$ cat src/rtl/regs_wb_ctrl_pkg.sv
// rtl/regs_wb_ctrl_pkg.sv - shared register-file constants and writeback types
package regs_wb_ctrl_pkg;

  localparam int          REG_ADDR_W    = 5;
  localparam int          REG_DATA_W    = 32;
  localparam int          REG_NUM       = 32;
  localparam logic        RST_ENABLE    = 1'b0;
  localparam logic        WRITE_ENABLE  = 1'b1;
  localparam logic        WRITE_DISABLE = 1'b0;
  localparam logic [31:0] ZERO_WORD     = 32'h0000_0000;

  typedef enum logic [1:0] {
    SRC_NONE,
    SRC_PIPE,
    SRC_FIFO,
    SRC_LU
  } wb_src_e;

  typedef struct packed {
    logic [REG_ADDR_W-1:0] waddr;
    logic [REG_DATA_W-1:0] wdata;
  } wb_entry_t;

endpackage

$ cat src/rtl/regs_wb_ctrl_wb_fifo.sv
// rtl/regs_wb_ctrl_wb_fifo.sv - synchronous FIFO buffering long-latency writeback entries
module wb_fifo #(
  parameter int DEPTH = 2,
  parameter int WIDTH = 37
) (
  input  logic             clk,
  input  logic             rst,
  input  logic             push,
  input  logic             pop,
  input  logic [WIDTH-1:0] wdata,
  output logic [WIDTH-1:0] rdata,
  output logic             full,
  output logic             empty
);

  // Pointers carry one bit beyond the index so full and empty differ.
  localparam int PW = $clog2(DEPTH) + 1;
  localparam int IW = (DEPTH > 1) ? $clog2(DEPTH) : 1;

  logic [PW-1:0]    wr_ptr;
  logic [PW-1:0]    rd_ptr;
  logic [IW-1:0]    wr_idx;
  logic [IW-1:0]    rd_idx;
  logic [WIDTH-1:0] mem [DEPTH];
  logic             push_ok;
  logic             pop_ok;

  generate
    if (DEPTH > 1) begin : g_idx
      assign wr_idx = wr_ptr[IW-1:0];
      assign rd_idx = rd_ptr[IW-1:0];
    end else begin : g_idx_one
      assign wr_idx = '0;
      assign rd_idx = '0;
    end
  endgenerate

  assign empty   = (wr_ptr == rd_ptr);
  assign full    = (wr_ptr[PW-1] != rd_ptr[PW-1]) && (wr_idx == rd_idx);
  assign push_ok = push && !full;
  assign pop_ok  = pop && !empty;
  assign rdata   = mem[rd_idx];

  always_ff @(posedge clk or negedge rst) begin
    if (!rst) begin
      wr_ptr <= '0;
      rd_ptr <= '0;
    end else begin
      if (push_ok) wr_ptr <= wr_ptr + PW'(1);
      if (pop_ok)  rd_ptr <= rd_ptr + PW'(1);
    end
  end

  always_ff @(posedge clk) begin
    if (push_ok) mem[wr_idx] <= wdata;
  end

endmodule

$ cat src/rtl/regs_wb_ctrl.sv
// rtl/regs_wb_ctrl.sv - register-file write port arbiter with long-latency scoreboard
module regs_wb_ctrl
  import regs_wb_ctrl_pkg::*;
#(
  parameter int DEPTH = 2
) (
  input  logic        clk,
  input  logic        rst,
  input  logic        pipe_we_i,
  input  logic [4:0]  pipe_waddr_i,
  input  logic [31:0] pipe_wdata_i,
  input  logic        lu_valid_i,
  input  logic [4:0]  lu_waddr_i,
  input  logic [31:0] lu_wdata_i,
  output logic        lu_ready_o,
  input  logic        issue_i,
  input  logic [4:0]  issue_waddr_i,
  input  logic [4:0]  chk_raddr1_i,
  input  logic [4:0]  chk_raddr2_i,
  input  logic [4:0]  chk_waddr_i,
  output logic        we_o,
  output logic [4:0]  waddr_o,
  output logic [31:0] wdata_o,
  output logic [31:0] busy_o,
  output logic        stall_o
);

  wb_src_e               src;
  wb_entry_t             head;
  wb_entry_t             lu_entry;
  logic                  fifo_full;
  logic                  fifo_empty;
  logic                  fifo_push;
  logic                  fifo_pop;
  logic                  lu_xfer;
  logic [REG_ADDR_W-1:0] sel_addr;
  logic [REG_DATA_W-1:0] sel_data;
  logic [REG_NUM-1:0]    busy_q;
  logic [REG_NUM-1:0]    busy_d;
  logic                  in_reset;

  assign in_reset   = (rst == RST_ENABLE);
  assign lu_ready_o = !fifo_full;
  assign lu_xfer    = lu_valid_i && lu_ready_o;
  assign lu_entry   = '{waddr: lu_waddr_i, wdata: lu_wdata_i};

  wb_fifo #(
    .DEPTH (DEPTH),
    .WIDTH (REG_ADDR_W + REG_DATA_W)
  ) u_fifo (
    .clk   (clk),
    .rst   (rst),
    .push  (fifo_push),
    .pop   (fifo_pop),
    .wdata (lu_entry),
    .rdata (head),
    .full  (fifo_full),
    .empty (fifo_empty)
  );

  // Pipe retire always wins; a buffered head drains before any new lu result bypasses.
  always_comb begin
    src       = SRC_NONE;
    fifo_push = 1'b0;
    fifo_pop  = 1'b0;
    if (pipe_we_i) begin
      src       = SRC_PIPE;
      fifo_push = lu_xfer;
    end else if (!fifo_empty) begin
      src       = SRC_FIFO;
      fifo_pop  = 1'b1;
      fifo_push = lu_xfer;
    end else if (lu_xfer) begin
      src       = SRC_LU;
    end
  end

  always_comb begin
    sel_addr = '0;
    sel_data = ZERO_WORD;
    case (src)
      SRC_PIPE: begin
        sel_addr = pipe_waddr_i;
        sel_data = pipe_wdata_i;
      end
      SRC_FIFO: begin
        sel_addr = head.waddr;
        sel_data = head.wdata;
      end
      SRC_LU: begin
        sel_addr = lu_waddr_i;
        sel_data = lu_wdata_i;
      end
      default: begin
        sel_addr = '0;
        sel_data = ZERO_WORD;
      end
    endcase
  end

  // Outputs are gated by reset so the write port goes quiet the moment rst falls.
  always_comb begin
    we_o    = WRITE_DISABLE;
    waddr_o = '0;
    wdata_o = ZERO_WORD;
    if (!in_reset) begin
      waddr_o = sel_addr;
      wdata_o = sel_data;
      if (src != SRC_NONE && sel_addr != '0) we_o = WRITE_ENABLE;
    end
  end

  // Set is applied after clear so a same-cycle reissue keeps the bit pending.
  always_comb begin
    busy_d = busy_q;
    if (src == SRC_FIFO || src == SRC_LU) busy_d[sel_addr] = 1'b0;
    if (issue_i && issue_waddr_i != '0) busy_d[issue_waddr_i] = 1'b1;
    busy_d[0] = 1'b0;
  end

  always_ff @(posedge clk or negedge rst) begin
    if (!rst) busy_q <= '0;
    else      busy_q <= busy_d;
  end

  assign busy_o  = busy_q;
  assign stall_o = busy_q[chk_raddr1_i] | busy_q[chk_raddr2_i] | busy_q[chk_waddr_i];

endmodule

$ cat config.mk
export PLATFORM = sky130hd
export DESIGN_NAME = regs_wb_ctrl
export DESIGN_NICKNAME = d
export VERILOG_FILES = /design/src/rtl/regs_wb_ctrl_pkg.sv /design/src/rtl/regs_wb_ctrl_wb_fifo.sv /design/src/rtl/regs_wb_ctrl.sv
export SDC_FILE = /design/constraint.sdc
export NUM_CORES = 1
export LEC_CHECK = 0
export ABC_AREA = 1
export ABC_CLOCK_PERIOD_IN_PS = 2700
export BUFFER_PORTS_ARGS = -buffer_cell sky130_fd_sc_hd__buf_2
export CORE_MARGIN = 1.5
export CORE_UTILIZATION = 48
export DETAILED_ROUTE_END_ITERATION = 16
export PLACE_DENSITY = 0.81
export RECOVER_POWER = 100
export SLEW_MARGIN = 40
export SYNTH_ARGS = -nofsm -noshare
export SYNTH_HDL_FRONTEND = slang
export SYNTH_SLANG_ARGS = --single-unit
$ cat constraint.sdc
create_clock -name clk -period 2.7 [get_ports clk]
set_input_delay 0.54 -clock clk [delete_from_list [all_inputs] [get_ports clk]]
set_output_delay 0.54 -clock clk [all_outputs]
set_load 0.1 [all_outputs]
==> out/summary.txt <==
status -> finished, violations left
TritonCTS clock tree -> done
total congestion overflow -> 0
max-slew violations -> 36
crit-path max cell delay -> 460 ps
post-synthesis cell type count -> 25
Clk Latency, worst-skew pair -> 350 ps
CTS root buf -> clkbuf_16
Layout Cells excl Fill -> 1,106
Max-slew headroom -> -23.3%
worst path required time -> 2160 ps
area occupied by multi-input gates -> 2850 sq um
Total Neg Setup Slack -> 0 ps
Setup CP Type -> reg -> out
io pins -> 171
DIE AREA -> 13,200 sq um
post-placement worst setup slack -> 235 ps
pwr dens -> 1280 nW/um^2
Max Fclk -> 374 MHz
VDD IR max -> 825 uV
most common cell after layout, fill and taps aside -> nand2_1
Synth Instances -> 755
violated checks -> max-capacitance violations, max-slew violations
Layout Skew -> 9.99 ps
Critical Path End Type -> output port
vias -> 6,236
most frequent cells in the layout -> nand2_1, buf_2, a21oi_1, edfxtp_1, nand3_1
Crit-path slowest cell -> dfrtp_2
initial antenna violation count -> 0
Sink Count -> 109
Final Hold Viols -> 0
Iter 0 DRT Violations -> 672
die span in y -> 115 um
gr usage total -> 27.7%
Avg Inst Size Synth -> 7.96 sq um
Post-route DRC -> 0
synth warn -> 0
filler instances -> 908
Mapped Area -> 6010 sq um
PortBufs -> 169
Final GP Congestion -> 0.928
crit path launch -> u_fifo.rd_ptr[0]
core area -> 12,100 sq um
area grow syn2layout -> 39.2%
critical path startpoint category -> register
Fin Hold WS -> 420 ps
Slew @ Worst Pin -> 1850 ps
Post-Syn Nets -> 854
cell family with most CP delay -> simple AND/OR/NAND/NOR gates
leakage power total -> 3.52 nW
Cell Rows -> 40
Die Width -> 115 um
vias in the first global route -> 5,689
Worst Path Arrival -> 2130 ps
maxcap violations -> 1
Final min period -> 2670 ps
Buf/Inv on CP -> 3
Diodes inserted -> 0
DR WL/cell -> 17.1 um
share of layout cells above drive strength 1 -> 28.6%
fin nets -> 1,032
clock buffer depth -> 2
H-tree levels -> 3
post-route ant nets -> 0
post-route design area -> 8360 sq um
maximum number of pins on one net before global-route repair -> 39
Total Routed Length -> 18,900 um
worst reg2reg path startpoint -> u_fifo.rd_ptr[0]
Initial DRT Pass Iterations -> 5
crit share post-route -> 99.0%
Starting Density -> 49.6%
TritonCTS Buffers -> 9
Vias/cell -> 5.64
first-pass GRT wire length -> 28,600 um
Crit Path Max Fanout -> 6
hold_sp -> lu_wdata_i[8]
Reg area -> 3100 sq um
final setup margin -> 26.3 ps
Design Power -> 10.7 mW
sequential area share after synthesis -> 51.6%
Min-Delay Path Class -> in -> reg
crit-path cells -> inv_2 -> nand2_2 -> nand2_4 -> nand2_4 -> buf_2 -> nand3_2 -> nand2_1 -> nor2_4 -> nand2_2 -> nor2_2 -> nor2_2 -> buf_12
placed cells -> 1,080
HPWL after DPL -> 13,300 um
Setup Viol. Count Final -> 0
final core occ -> 69.0%
flops & latches, synth -> 109
placed inst area -> 7870 sq um
clock slew at reported path FFs -> 70 ps
## where the power goes
part	leakage [nW]	total (mW)	switching, mW	internal [mW]
Sequential	1.11	2.89	0.454	2.43
Clock	0.133	1.23	0.596	0.635
Combinational	2.28	6.57	4.90	1.67
Total	3.52	10.7	5.95	4.74
## cell usage after synthesis
library cell    n  area (sq um)
nand4_2         1          12.5
buf_4           1          7.51
a21oi_1       129           646
edfxtp_1       74          2220
o21ai_1        18          90.1
nand2_4         1          11.3
o21ai_2         1          8.76
buf_2           9          45.0
nand3_2         2          20.0
clkbuf_1       23          86.3
nor2_2          3          18.8
o21ai_0        37           185
nor3_1         10          50.1
nand2_2         7          43.8
nand3b_1        3          22.5
nand2_1       255           957
nor2_4          6          67.6
inv_1          41           154
nand3_1        51           255
conb_1          1          3.75
nor2_1         29           109
inv_2           6          22.5
xor2_1          3          26.3
dfrtp_1        35           876
o211ai_1        9          67.6
## path summary, 6_finish.rpt
path	slack (ps)	depth (start not counted)	endpoint
max	30	12	we_o
min in group asynchronous	910	2	busy_o[14]
min	420	1	u_fifo.mem[0][8]
min reg2reg	500	1	u_fifo.rd_ptr[1]
max in group asynchronous	580	2	u_fifo.rd_ptr[0]
max reg2reg	210	8	u_fifo.mem[1][4]
## cell type report
| cell class | instances | share of cell area, % |
|---|---|---|
| timing repair buffer | 200 | 20.8 |
| inverter | 47 | 2.17 |
| sequential | 109 | 37.1 |
| clock buffer | 10 | 2.74 |
| clock inverter | 6 | 0.569 |
| tap | 168 | 2.51 |
| multi-input combinational | 566 | 34.1 |
## registers in the layout, indices dropped and copies added (netlist names)
register	count
u_fifo.mem	74
u_fifo.rd_ptr	2
busy_o	31
u_fifo.wr_ptr	2
## what timing repair did
item,in CTS,in global routing
endpoints found under the setup margin,35,36
buffers inserted,1,6
hold buffers,0,0
cloned,0,3
resized for setup,9,28
pin swaps,0,7
## logic make-up (layout without fill, tap and decap cells)
| group | Yosys count | after routing | share of synthesized area (%) |
|---|---|---|---|
| other | 1 | 1 | 0.0624 |
| xor gates and xnor gates | 3 | 3 | 0.437 |
| buffers and inverters | 80 | 263 | 5.25 |
| DFF | 109 | 109 | 51.6 |
| and+or+nand+nor | 368 | 368 | 26.1 |
| AOI/OAI and AO/OA | 194 | 194 | 16.6 |
## per-layer routing
| layer | share of wire, % | wire length, um | vias up | global-route usage, % |
|---|---|---|---|---|
| met5 | 0 | 0 | - | 0 |
| met4 | 3.6 | 678 | 0 | 11.1 |
| met3 | 8.5 | 1610 | 58 | 4.53 |
| met2 | 50 | 9410 | 360 | 48.4 |
| met1 | 38 | 7240 | 2897 | 34.5 |
| li1 | - | - | 2921 | - |
Note: power is estimated with default switching activity, not from simulation.
